$ cat src/rtl/kt_cmd_responder.sv
// Knight's Tour command processor: decodes UART commands, starts the cal/move/tour
// engines and returns status bytes (A5 complete, 5A intermediate, RESP_ERR on failure).
module kt_cmd_responder #(
    parameter int               TMO_W    = 20,
    parameter logic [TMO_W-1:0] TMO_CLKS = 20'hFFFFF,
    parameter logic [7:0]       RESP_ERR = 8'hEE
) (
    input  logic        clk,
    input  logic        rst,
    input  logic [15:0] cmd,
    input  logic        cmd_rdy,
    output logic        clr_cmd_rdy,
    output logic        strt_cal,
    input  logic        cal_done,
    output logic        mv_go,
    output logic [7:0]  mv_hdng,
    output logic [3:0]  mv_cnt,
    output logic        fanfare,
    input  logic        mv_done,
    output logic        tour_go,
    output logic [2:0]  tour_x,
    output logic [2:0]  tour_y,
    input  logic        tour_step,
    input  logic        tour_done,
    output logic [7:0]  resp,
    output logic        send_resp,
    input  logic        resp_sent,
    output logic        drop_err
);
    typedef enum logic [2:0] {
        IDLE, DISPATCH, WAIT_CAL, WAIT_MV, WAIT_TOUR, SEND, WAIT_SENT
    } state_t;

    localparam logic [7:0] RESP_DONE = 8'hA5;
    localparam logic [7:0] RESP_STEP = 8'h5A;

    state_t           state, state_nxt;
    logic [15:0]      cmd_hold;
    logic [3:0]       opcode;
    logic [TMO_W-1:0] tmo_cnt;
    logic             tmo_hit;
    logic             waiting;
    logic             more, more_nxt;
    logic [7:0]       resp_nxt;
    logic             accept, is_cal, is_mv, is_tour;

    assign opcode  = cmd_hold[15:12];
    assign accept  = (state == IDLE) && cmd_rdy;
    assign is_cal  = (state == DISPATCH) && (opcode == 4'h0);
    assign is_mv   = (state == DISPATCH) && ((opcode == 4'h2) || (opcode == 4'h3));
    assign is_tour = (state == DISPATCH) && (opcode == 4'h4);
    assign waiting = (state == WAIT_CAL) || (state == WAIT_MV) || (state == WAIT_TOUR);
    // tmo_hit fires on the last allowed wait cycle so the error goes out TMO_CLKS after the go pulse
    assign tmo_hit = (tmo_cnt == TMO_CLKS - 1'b1);

    always_comb begin
        state_nxt = state;
        resp_nxt  = resp;
        more_nxt  = more;
        case (state)
            IDLE: begin
                if (cmd_rdy) state_nxt = DISPATCH;
            end
            DISPATCH: begin
                if (is_cal)       state_nxt = WAIT_CAL;
                else if (is_mv)   state_nxt = WAIT_MV;
                else if (is_tour) state_nxt = WAIT_TOUR;
                else begin
                    state_nxt = SEND;
                    resp_nxt  = RESP_ERR;
                    more_nxt  = 1'b0;
                end
            end
            WAIT_CAL: begin
                if (cal_done) begin
                    state_nxt = SEND;
                    resp_nxt  = RESP_DONE;
                    more_nxt  = 1'b0;
                end else if (tmo_hit) begin
                    state_nxt = SEND;
                    resp_nxt  = RESP_ERR;
                    more_nxt  = 1'b0;
                end
            end
            WAIT_MV: begin
                if (mv_done) begin
                    state_nxt = SEND;
                    resp_nxt  = RESP_DONE;
                    more_nxt  = 1'b0;
                end else if (tmo_hit) begin
                    state_nxt = SEND;
                    resp_nxt  = RESP_ERR;
                    more_nxt  = 1'b0;
                end
            end
            WAIT_TOUR: begin
                // tour_done outranks a simultaneous tour_step
                if (tour_done) begin
                    state_nxt = SEND;
                    resp_nxt  = RESP_DONE;
                    more_nxt  = 1'b0;
                end else if (tour_step) begin
                    state_nxt = SEND;
                    resp_nxt  = RESP_STEP;
                    more_nxt  = 1'b1;
                end else if (tmo_hit) begin
                    state_nxt = SEND;
                    resp_nxt  = RESP_ERR;
                    more_nxt  = 1'b0;
                end
            end
            SEND: begin
                state_nxt = WAIT_SENT;
            end
            WAIT_SENT: begin
                if (resp_sent) state_nxt = more ? WAIT_TOUR : IDLE;
            end
            default: begin
                state_nxt = IDLE;
            end
        endcase
    end

    always_ff @(posedge clk) begin
        if (accept) cmd_hold <= cmd;
    end

    always_ff @(posedge clk) begin
        if (rst) begin
            state       <= IDLE;
            more        <= 1'b0;
            tmo_cnt     <= '0;
            clr_cmd_rdy <= 1'b0;
            strt_cal    <= 1'b0;
            mv_go       <= 1'b0;
            tour_go     <= 1'b0;
            mv_hdng     <= '0;
            mv_cnt      <= '0;
            fanfare     <= 1'b0;
            tour_x      <= '0;
            tour_y      <= '0;
            resp        <= '0;
            send_resp   <= 1'b0;
            drop_err    <= 1'b0;
        end else begin
            state       <= state_nxt;
            more        <= more_nxt;
            resp        <= resp_nxt;
            send_resp   <= (state_nxt == SEND);
            clr_cmd_rdy <= accept;
            strt_cal    <= is_cal;
            mv_go       <= is_mv;
            tour_go     <= is_tour;
            tmo_cnt     <= (waiting && (state_nxt == state)) ? tmo_cnt + 1'b1 : '0;
            if (is_mv) begin
                mv_hdng <= cmd_hold[11:4];
                mv_cnt  <= cmd_hold[3:0];
                fanfare <= opcode[0];
            end
            if (is_tour) begin
                tour_x <= cmd_hold[6:4];
                tour_y <= cmd_hold[2:0];
            end
            // a tour step that lands while a response is in flight is lost
            if (tour_step && ((state == SEND) || (state == WAIT_SENT))) drop_err <= 1'b1;
        end
    end
endmodule

$ cat config.mk
export PLATFORM = sky130hd
export DESIGN_NAME = kt_cmd_responder
export DESIGN_NICKNAME = d
export VERILOG_FILES = /design/src/rtl/kt_cmd_responder.sv
export SDC_FILE = /design/constraint.sdc
export NUM_CORES = 1
export LEC_CHECK = 0
export ABC_AREA = 0
export CORE_UTILIZATION = 55
export DETAILED_ROUTE_END_ITERATION = 7
export GPL_ROUTABILITY_DRIVEN = 0
export HOLD_SLACK_MARGIN = 0.12
export PLACE_DENSITY_LB_ADDON = 0.25
export SETUP_SLACK_MARGIN = 0.02
export SYNTH_ARGS = -nofsm -noshare
export SYNTH_HDL_FRONTEND = slang
export SYNTH_SLANG_ARGS = --single-unit
$ cat constraint.sdc
create_clock -name clk -period 3.7 [get_ports clk]
set_input_delay 0.555 -clock clk [delete_from_list [all_inputs] [get_ports clk]]
set_output_delay 0.555 -clock clk [all_outputs]
set_load 0.005 [all_outputs]
### Word-level counts from Yosys, hierarchy flattened

Cells that the tools add are included.

| word-level totals | value |
|---|---|
| output and inout port bits | 33 |
| bits in registers | 73 |
| input bits | 24 |
| word-level logic and storage cells | 78 |

| cells by class | value |
|---|---|
| eq/ne operators | 15 |
| reduce and logical (&&, ||, !) cells | 15 |
| add/subtract/negate cells | 1 |
| bitwise gates (word level) | 1 |
| multiplexer cells | 30 |

Operator list:

| cell | number |
|---|---|
| 2-to-1 mux 8 bit | 8 |
| case mux 8 bit (4 select lines) | 1 |
| 2-to-1 mux 3 bit | 10 |
| case mux 3 bit (7 select lines) | 1 |
| adder 20 x 1 -> 20 bit, second input constant | 1 |
| equality test 20 bit, second input constant | 1 |
| equality test 3 bit, second input constant | 4 |
| 2-to-1 mux 1 bit | 9 |
| equality test 4 x 2 -> 1 bit, second input constant | 2 |
| equality test 3 x 2 -> 1 bit, second input constant | 2 |
| logical AND 1 bit | 6 |
| != test 2 bit, second input constant | 3 |
| equality test 4 x 3 -> 1 bit, second input constant | 1 |
| logical NOT 4 bit | 1 |
| logical OR 1 bit | 4 |
| case mux 1 bit (4 select lines) | 1 |
| AND reduction 4 bit | 1 |
| nonzero test 4 bit | 1 |
| equality test 3 x 1 -> 1 bit, second input constant | 1 |
| equality test 3 bit | 1 |
| logical NOT 3 bit | 1 |
| OR reduction 2 bit | 1 |
| inverter 1 bit | 1 |

### Longest topological paths before layout

| logic depth | value |
|---|---|
| depth in word-level cells | 10 |
| gate-level depth with buffers | 8 |
| mapped depth without buffers | 7 |

### Least setup slack after synthesis

No wires, ideal clock.

| timing path | value |
|---|---|
| path type | input to register |
| start point | in cal_done |
| end point | reg tmo_cnt[8] |
| library setup time | 64 ps |
| slack | 2152 ps |
| required time | 3636 ps |
| arrival | 1484 ps |
| path buffers | 1 |
| stages | 6 |
| cell sequence | or3b_1 a21oi_1 o21a_1 o211ai_1 buf_4 nor2_1 |

| between the ends | value |
|---|---|
| word-level cells in the longest chain between the ends | 6 |

RTL lines:

| element | line | source |
|---|---|---|
| start, declared | 14 | `input logic cal_done,` |
| 2-to-1 mux 3 bit | 75 | `if (cal_done) begin` |
| case mux 3 bit (7 select lines) | 60 | `case (state)` |
| equality test 3 bit | 154 | `tmo_cnt <= (waiting && (state_nxt == state)) ? tmo_cnt + 1'b1 : '0;` |
| logical AND 1 bit | 154 |  |
| inverter 1 bit (no line) | - |  |
| OR reduction 2 bit (no line) | - |  |
| end signal, assigned | 154 |  |
| end, declared | 40 | `logic [TMO_W-1:0] tmo_cnt;` |

No other way between the ends.
A chain may end at the register's enable or synchronous reset.

### Final worst setup path

| timing path | value |
|---|---|
| start point | reg state[0] |
| end point | reg mv_cnt[3] |

| between the ends | value |
|---|---|
| word-level cells in the longest chain between the ends | 2 |

RTL lines:

| element | line | source |
|---|---|---|
| start, declared | 37 | `state_t state, state_nxt;` |
| start signal, assigned | 146 | `state <= state_nxt;` |
| equality test 3 x 1 -> 1 bit | 50 | `assign is_mv = (state == DISPATCH) && ((opcode == 4'h2) \|\| (opcode == 4'h3));` |
| logical AND 1 bit | 50 |  |
| end signal, assigned | 157 | `mv_cnt <= cmd_hold[3:0];` |
| end, declared | 17 | `output logic [3:0] mv_cnt,` |

No other way between the ends.

==> summary.md <==
| Metric | Value |
|---|---|
| Crit start category | `register` |
| Final period util | `0.6024` |
| Final std cells w/o fill | `424` |
| CP Capture Type | `register` |
| Worst endpoint required time | `3.92 ns` |
| Most frequent cells after synthesis | `60 x nor2_1, 57 x dfxtp_1, 19 x mux2i_1, 16 x edfxtp_1, 13 x nand2_1` |
| Placed cell count | `408` |
| VDD IR max | `0.0003163 V` |
| Vias in the first global route | `around 2000` |
| Hold Fails Final Rpt | `0` |
| Final count of negative-setup-slack endpoints | `0` |
| Starting Density | `0.5757` |
| Register area | `1622 um2` |
| Setup TNS | `0 ns` |
| Die Height | `75.58 um` |
| Global route total overflow | `0` |
| CTS tree | `yes` |
| Fmax | `0.4486 GHz` |
| Synth area leader | `dfxtp_1` |
| Multi-input gate area | `1277 um2` |
| Worst-Skew Late Latency | `between 0.3 and 0.4 ns` |
| Post-synth top area share | `0.3832` |
| Placed Area | `3581 um2` |
| Seq/Total Area, Yosys | `0.5445` |
| Synth Flop Type | `dfxtp_1` |
| Die area | `5712 um2` |
| Die width | `75.58 um` |
| Core area | `5172 um2` |
| DP HPWL | `just under 4 mm` |
| Top cells by area, synth | `dfxtp_1 38%, edfxtp_1 16%, nor2_1 7.6%` |
| Slowest cell on crit path | `dfxtp_1` |
| CTS sink count | `73` |
| Async set or reset register ratio after synthesis | `0` |
| Post-CTS setup buffer count | `0` |
| Detailed-route via count | `roughly 2200` |
| DRC Markers | `0` |
| Fin. max-slew vios | `0` |
| Crit path time final | `2.229 ns` |
| EDFF count, synth | `16` |
| Crit Path Max Fanout | `19` |
| Syn Std Cell Area | `2978 um2` |
| Outcome | `completed` |
| Fillers | `between 300 and 400` |
| WL per Instance | `13.44 um` |
| Detailed Route Iter0 Violations | `roughly 120` |
| CTS hold repair buffers | `0` |
| First-pass GRT wire length | `8.963 mm` |
| Pwr per Cell Area | `approximately 520 nW/um2` |
| Syn avg cell area | `between 10 and 15 um2` |
| Initial antenna violation count | `0` |
| Row count | `26` |
| Share of cells above drive strength 1 | `0.08192` |
| Clk_skew | `0.006329 ns` |
| All-layer global routing usage | `0.2172` |
| Net count after synthesis | `316` |
| Max Cap Viol | `0` |
| Worst-path clk slew | `0.07 ns` |
| Worst-path cell chain | `nand2b_1 > nor4_1 > nand2_1 > mux2i_1 > nor2_1` |
| Post-Synthesis Cells | `290` |
| Relative slew slack | `0.4763` |
| Yosys reg bits | `73` |
| Detailed Routing Iterations Pass 1 | `4` |
| Finished layout cell area | `around 3800 um2` |
| LEAKAGE | `1.515 nW` |
| Clock buffer count from CTS | `9` |
| I/O pin total | `57` |
| Largest net degree at the start of global routing | `29` |
| Final wirelength | `5.699 mm` |
| Buffer depth of the longest clock path | `2` |
| Antenna diode count | `0` |
| Most numerous cell in the Yosys netlist | `nor2_1` |
| Post-route ant nets | `0` |
| P&R area growth vs syn | `28.40%` |
| Unrepaired setup endpoints after global routing | `no` |
| Critical path class | `reg -> reg` |
| Clock Root Buffer | `clkbuf_8` |
| Slowest stage delay, CP | `0.73 ns` |
| Critical path arrival | `2.45 ns` |
| Cts repair resizes | `0` |
| Final #Nets | `~380` |
| Worst Max-Slew Pin Slew | `between 0.7 and 0.8 ns` |
| Vias/cell | `5.290` |
| Port Buffers | `56` |
| Count of cell types in the netlist | `45` |
| Min-delay worst type | `reg -> reg` |
| Synth Warn # | `0` |
| H-tree depth | `3` |
[path summary, 6_finish.rpt]
check	startpoint	endpoint	slack, ns	cells past startpoint
setup reg to reg	state[0]	mv_cnt[3]	1.47	5
hold / removal	resp[3]	resp[3]	0.47	1
setup / recovery	state[0]	mv_cnt[3]	1.47	5
hold reg to reg	resp[3]	resp[3]	0.47	1
[kinds of logic after synthesis]
kind of cell | count (synthesis) | synth area share
AND/OR/NAND/NOR | 119 | 0.1983
flip-flops | 73 | 0.5445
AO/OA/AOI/OAI | 43 | 0.1025
XOR/XNOR | 19 | 0.05588
multiplexers | 19 | 0.06386
buffers and inverters | 15 | 0.02647
adder cells (fa/ha/maj) | 2 | 0.008402
[registers in the layout, indices dropped and copies added, names as in the netlist]
name,cells
strt_cal,1
tour_y,3
mv_cnt,4
tour_go,1
more,1
state,3
send_resp,1
mv_go,1
cmd_hold,16
tour_x,3
fanfare,1
mv_hdng,8
drop_err,1
tmo_cnt,20
resp,8
clr_cmd_rdy,1
[cell type report]
| class | instances | share of cell area |
|---|---|---|
| multi-input combinational | 202 | 0.3341 |
| tap | 70 | 0.02291 |
| clock inverter | 6 | 0.02749 |
| clock buffer | 10 | 0.03599 |
| sequential | 73 | 0.4241 |
| timing repair buffer | 58 | 0.1505 |
| inverter | 5 | 0.004908 |
[per-stage QoR]
stage	util	hold WS [ns]	setup WS, ns	power [mW]
6_report	0.7392	0.4691	1.471	1.995
5_1_grt	0.7392	0.4982	1.202	2.085
3_3_place_gp	0.6923	0.4470	1.513	1.253
4_1_cts	0.7392	0.4707	1.484	2.008
3_5_place_dp	0.6923	0.4591	1.505	1.261
2_1_floorplan	-	0.4363	2.152	1.131
[worst max-delay path, delay by kind of cell (launching register included)]
family           cells  cell delay [ns]
muxes                1             0.33
DFF                  1             0.73
and+or+nand+nor      4             1.05
[layout by cell type, fill, tap and decap left out, types with 2 or more instances in the layout]
cell type,netlist,final
o21a_1,7,7
o21ai_0,4,4
mux2i_1,19,19
edfxtp_1,16,16
nand2_1,13,13
xnor2_1,7,7
nor3_1,2,2
o31a_1,3,3
ha_1,2,2
and3_1,6,6
nor4_1,3,3
clkinv_2,0,3
nand2b_1,2,2
inv_1,5,5
nor3b_1,2,2
buf_4,5,2
dfxtp_1,57,57
clkbuf_8,0,10
nand4_1,5,5
clkdlybuf4s50_1,0,56
nor2_1,60,60
nand4_2,2,2
nand3_1,11,11
o31ai_1,2,2
a211oi_2,2,2
a31oi_1,2,2
o211ai_1,3,3
and2_1,2,2
nor2b_1,4,4
a21oi_2,2,2
xor2_1,12,12
a21oi_1,11,11
bufinv_16,0,3
[per-layer routing]
metal | vias up | track usage | wire length (um)
met5 | - | 0 | 0
met4 | 0 | 0.1317 | 124
met3 | 8 | 0.04365 | 215
met2 | 50 | 0.3502 | 2801
met1 | 1053 | 0.2699 | 2558
li1 | 1132 | - | -
[where the power goes]
part           internal, mW  switching, mW
logic                 0.156          0.138
clock network         0.463          0.287
registers             0.889         0.0618
total                  1.51          0.487
No activity file was read; power rests on OpenSTA's default activity.
